[config.mk]
export PLATFORM = sky130hd
export DESIGN_NAME = ncr_seq_ctrl
export DESIGN_NICKNAME = d
export VERILOG_FILES = /design/src/rtl/ncr_seq_ctrl.sv
export SDC_FILE = /design/constraint.sdc
export NUM_CORES = 2
export LEC_CHECK = 0
export ABC_AREA = 1
export ABC_CLOCK_PERIOD_IN_PS = 9000
export BUFFER_PORTS_ARGS = -buffer_cell sky130_fd_sc_hd__clkbuf_2
export CORE_ASPECT_RATIO = 0.6
export CORE_MARGIN = 4
export CORE_UTILIZATION = 40
export DETAILED_ROUTE_END_ITERATION = 6
export GPL_TIMING_DRIVEN = 0
export PLACE_DENSITY = 0.67
export SYNTH_ARGS = -nofsm -noshare
export SYNTH_HDL_FRONTEND = slang
export SYNTH_SLANG_ARGS = --single-unit
export TNS_END_PERCENT = 50
[constraint.sdc]
create_clock -name clk -period 9 [get_ports clk]
set_input_delay 0.45 -clock clk [delete_from_list [all_inputs] [get_ports clk]]
set_output_delay 0.45 -clock clk [all_outputs]
set_load 0.01 [all_outputs]
[src/rtl/ncr_seq_ctrl.sv]
// Sequential nCr engine: acc = acc*(n-k+i)/i for i = 1..k on one shared 36x36 multiplier and a bit-serial divider.
// Define NCR_OVF_CHECK_EN to enable saturation and early abort when a quotient exceeds 36 bits.
`timescale 1ns/1ps

module ncr_seq_ctrl (
    input  logic        clk,
    input  logic        rst_n,
    input  logic        start,
    input  logic [35:0] n,
    input  logic [35:0] r,
    output logic        busy,
    output logic        done,
    output logic [35:0] out,
    output logic        err,
    output logic        ovf
);

    typedef enum logic [2:0] {IDLE, SETUP, MUL, DIV, DONE} state_t;

    state_t      state, state_nx;
    logic [35:0] n_q, r_q, k, i, acc, rem;
    logic [71:0] prod;
    logic [6:0]  cnt;

    logic [35:0] n_minus_r, k_c, mul_op;
    logic [36:0] rem_sh, rem_diff;
    logic        q_bit, div_last, ovf_abort;
    logic [71:0] quo_nx;

    // The partial remainder stays below i, so the borrow bit of rem_sh - i is the inverted quotient bit
    always_comb begin
        n_minus_r = n_q - r_q;
        k_c       = (r_q > n_minus_r) ? n_minus_r : r_q;
        mul_op    = n_q - k + i;
        rem_sh    = {rem, prod[71]};
        rem_diff  = rem_sh - {1'b0, i};
        q_bit     = ~rem_diff[36];
        quo_nx    = {prod[70:0], q_bit};
        div_last  = (cnt == 7'd71);
    end

`ifdef NCR_OVF_CHECK_EN
    logic ovf_q;
    assign ovf_abort = div_last && (|quo_nx[71:36]);
    assign ovf       = ovf_q;
`else
    assign ovf_abort = 1'b0;
    assign ovf       = 1'b0;
`endif

    assign busy = (state == SETUP) || (state == MUL) || (state == DIV);
    assign done = (state == DONE);

    always_ff @(posedge clk or negedge rst_n) begin
        if (!rst_n) state <= IDLE;
        else        state <= state_nx;
    end

    always_comb begin
        state_nx = state;
        case (state)
            IDLE:  if (start) state_nx = SETUP;
            SETUP: begin
                if (r_q > n_q)        state_nx = DONE;
                else if (k_c == '0)   state_nx = DONE;
                else                  state_nx = MUL;
            end
            MUL:   state_nx = DIV;
            DIV: begin
                if (div_last) begin
                    if (ovf_abort || (i == k)) state_nx = DONE;
                    else                       state_nx = MUL;
                end
            end
            DONE:  state_nx = IDLE;
            default: state_nx = IDLE;
        endcase
    end

    always_ff @(posedge clk or negedge rst_n) begin
        if (!rst_n) begin
            n_q   <= '0;
            r_q   <= '0;
            k     <= '0;
            i     <= '0;
            acc   <= '0;
            rem   <= '0;
            prod  <= '0;
            cnt   <= '0;
            out   <= '0;
            err   <= 1'b0;
`ifdef NCR_OVF_CHECK_EN
            ovf_q <= 1'b0;
`endif
        end else begin
            case (state)
                IDLE: begin
                    if (start) begin
                        n_q   <= n;
                        r_q   <= r;
                        err   <= 1'b0;
`ifdef NCR_OVF_CHECK_EN
                        ovf_q <= 1'b0;
`endif
                    end
                end
                SETUP: begin
                    k   <= k_c;
                    acc <= 36'd1;
                    i   <= 36'd1;
                    if (r_q > n_q) begin
                        err <= 1'b1;
                        out <= '0;
                    end else if (k_c == '0) begin
                        out <= 36'd1;
                    end
                end
                MUL: begin
                    prod <= {36'd0, acc} * {36'd0, mul_op};
                    rem  <= '0;
                    cnt  <= '0;
                end
                DIV: begin
                    prod <= quo_nx;
                    rem  <= q_bit ? rem_diff[35:0] : rem_sh[35:0];
                    cnt  <= cnt + 7'd1;
                    if (div_last) begin
                        acc <= quo_nx[35:0];
                        if (ovf_abort) begin
                            out   <= 36'hF_FFFF_FFFF;
`ifdef NCR_OVF_CHECK_EN
                            ovf_q <= 1'b1;
`endif
                        end else if (i == k) begin
                            out <= quo_nx[35:0];
                        end else begin
                            i <= i + 36'd1;
                        end
                    end
                end
                default: ;
            endcase
        end
    end

endmodule
==> flow_summary.toml <==
[clock_network]
clk_latency_ns = 0.59
clock_sink_count = 335
clk_path_buf_depth = 3
cts_buffers = 34
cts_tree = "yes"
path_clk_slew_ns = 0.07
cts_root_buf = "clkbuf_16"
cts_max_level = 2

[run_status]
status = "finished with violations"
violations = "DRC, capacitance limit, slew limit, setup timing"

[floorplan]
std_cell_rows = 114
core_area_mm2 = 0.162
dieArea_mm2 = 0.170
dieHeight_um = 321
start_util_pct = 40.5
ios = 115
die_w_um = 530

[sta]
fin_skew_ns = 0.0267
maxSlewViolCount = 44
rsz0062_at_grt = "true"
worstMarginPinSlew_ns = 1.58
hold_violations = 0
timing.final.ws_setup_ns = -1.20
fin_crit_sh_pct = 113
tns_ns = -45.85
clock.fmax_mhz = 98.0
setup_violations = 55
slew_headroom_pct = -5.47
period_needed_ns = 10.20

[layout]
final_util_pct = 46.5
nNetsFinal = 10500
syn_to_final_growth_pct = 15.0
register_area_mm2 = 0.00841
finish.instance_area_mm2 = 0.0753
drive_gt1_share_pct = 13.2
multi_input_area_mm2 = 0.0510
nFillCells = 16000

[critical_path]
required_ns = 9.45
crit_fanout = 10
worstSetupPathType = "reg2reg"
worstSetupEndpointType = "flip-flop"
cp.arrival_ns = 10.65
worst_path_most_repeated_cell = "fa_1"
crit_family = "adder cells"
r2r_slack_ns = -1.20
crit_path_start_kind = "flip-flop"
crit_buf_inv = 11
slowest_stage = "fa_1"
cpPeakStageDelay_ns = 0.60

[pwr]
power.density_mw_per_mm2 = 42.2
power_mw = 3.18
peakVddDrop_v = 0.000104
p_leak_nw = 37.7

[drt]
ant_nets = 0
post_drt_wl_per_cell_um = 26.5
wl_um = 289000
vias = 60900
drt-initial-drc-count = 8541
viasPerCell = 5.58
drc = 8
dr.pass1.iters = 7

[min_path]
hold_path_class = "in2reg"

[run]
max_cap_viol_count = 5

[synthesis]
synthArstFlopShare_pct = 100
syn-num-nets = 10100
syn_inst = 8381
synth-edff-count = 0
synth-seq-cells = 335
avgSynthCellArea_um2 = 7.81
synth_flop_cell = "dfrtp_1"
synthDistinctLibCells = 59
netlist.area_leader.share_pct = 36.5
ys_warn_count = 0
ys_seq_area_share_pct = 12.8
syn-cell-area_mm2 = 0.0654
synth_most_common_cell = "inv_1"
yosys.area.top_type = "fa_1"
synthTopCellsByCount = "inv_1, nand2_1, fa_1, nor2_1, ha_1"
synth_area_leaders = "fa_1, dfrtp_1, inv_1"

[global_routing]
grt_pass1_vias = 58900
grt_max_degree = 112
antenna_found_initial = 20
grt_pass1_wl_um = 414000
track_usage_pct = 33.7
grt_overflow = 0

[placed_design]
post-place-ws_ns = -3.50
portBuffers = 113
placed_cell_area_mm2 = 0.0688
gp_congestion = 1.11
dp.final_hpwl_um = 240000
-- state kept, by name, indices dropped and copies added, names as in the netlist --
name   count
rem       36
r_q       36
out       36
n_q       36
i         36
state      3
prod      72
cnt        7
acc       36
k         36
err        1
-- cells by family after synthesis --
group / count (synthesis) / synth area share (%)
other cells: 1 / 0.00573
xor+xnor: 116 / 1.55
fa+ha+maj: 1665 / 45.5
simple gates: 3187 / 19.8
compound gates: 762 / 6.74
buf+inv: 2315 / 13.6
flops: 335 / 12.8
-- final cells by class --
cell class	count	share of cell area (%)
inverter	1982	10.2
clock inverter	18	0.286
buffer	329	2.61
multi-input combinational	5731	67.7
tap	2146	3.57
antenna	17	0.0565
clock buffer	42	1.24
timing repair buffer	311	3.16
sequential	335	11.2
-- cells in the final DEF (no fill, tap or decap), types with 38 or more instances in the layout --
cell / n
inv_1: 1845
nand2_1: 1830
fa_1: 1127
nor2_1: 633
ha_1: 421
nand3_1: 353
dfrtp_1: 312
o21ai_0: 249
clkbuf_1: 195
buf_4: 176
a21oi_1: 171
clkbuf_2: 137
inv_2: 83
fa_2: 66
a21oi_2: 60
xor2_1: 59
nand2_2: 53
nor2_2: 49
xnor2_1: 47
nand3_2: 42
nand4_1: 41
clkbuf_16: 41
ha_4: 41
buf_6: 38
-- worst register-to-register path: cells and delay by family, from the launching register on --
| kind | cells | cell delay, ns |
|---|---|---|
| AOI/OAI and AO/OA | 8 | 1.49 |
| adders and majority gates | 11 | 5.31 |
| buffers and inverters | 11 | 1.25 |
| DFF | 1 | 0.44 |
| and+or+nand+nor | 14 | 1.61 |
-- power breakdown --
part / switching (mW) / leakage [nW] / internal [mW]
logic: 0.0391 / 33.2 / 0.0158
clock network: 0.754 / 0.562 / 0.863
registers: 0 / 4.00 / 1.50
total: 0.793 / 37.7 / 2.38
-- stage by stage --
step,hold WS [ns],instances
after detailed placement,0.369,10600
after floorplan,0.154,8381
after global routing,0.103,10900
after global placement,0.456,10600
after CTS,0.0727,10800
final,0.0918,10900
-- worst paths after layout --
kind	startpoint	depth (start not counted)	end
min in group asynchronous	rst_n	2	rem[32]
setup / recovery	i[1]	44	prod[56]
hold reg to reg	out[34]	2	out[34]
setup reg to reg	i[1]	44	prod[56]
hold / removal	n[7]	3	n_q[7]
max in group asynchronous	rst_n	4	r_q[31]
-- per-layer routing --
metal,wire [um],track usage [%],part of all wire (%)
met1,126000,51.6,44
met2,97700,38.8,34
met5,834,2.69,0.29
met4,9730,9.06,3.4
met3,54300,18.5,19
-- timing repair --
action | 4_1_cts | 5_1_grt
hold endpoints to repair | 31 | 0
cloned | 1 | 0
setup buffers | 136 | 55
hold buffers | 1 | 0
pin swaps | 201 | 120
resized for setup | 856 | 210
endpoints found under the setup margin | 59 | 57
Note: power is estimated with default switching activity, not from simulation.
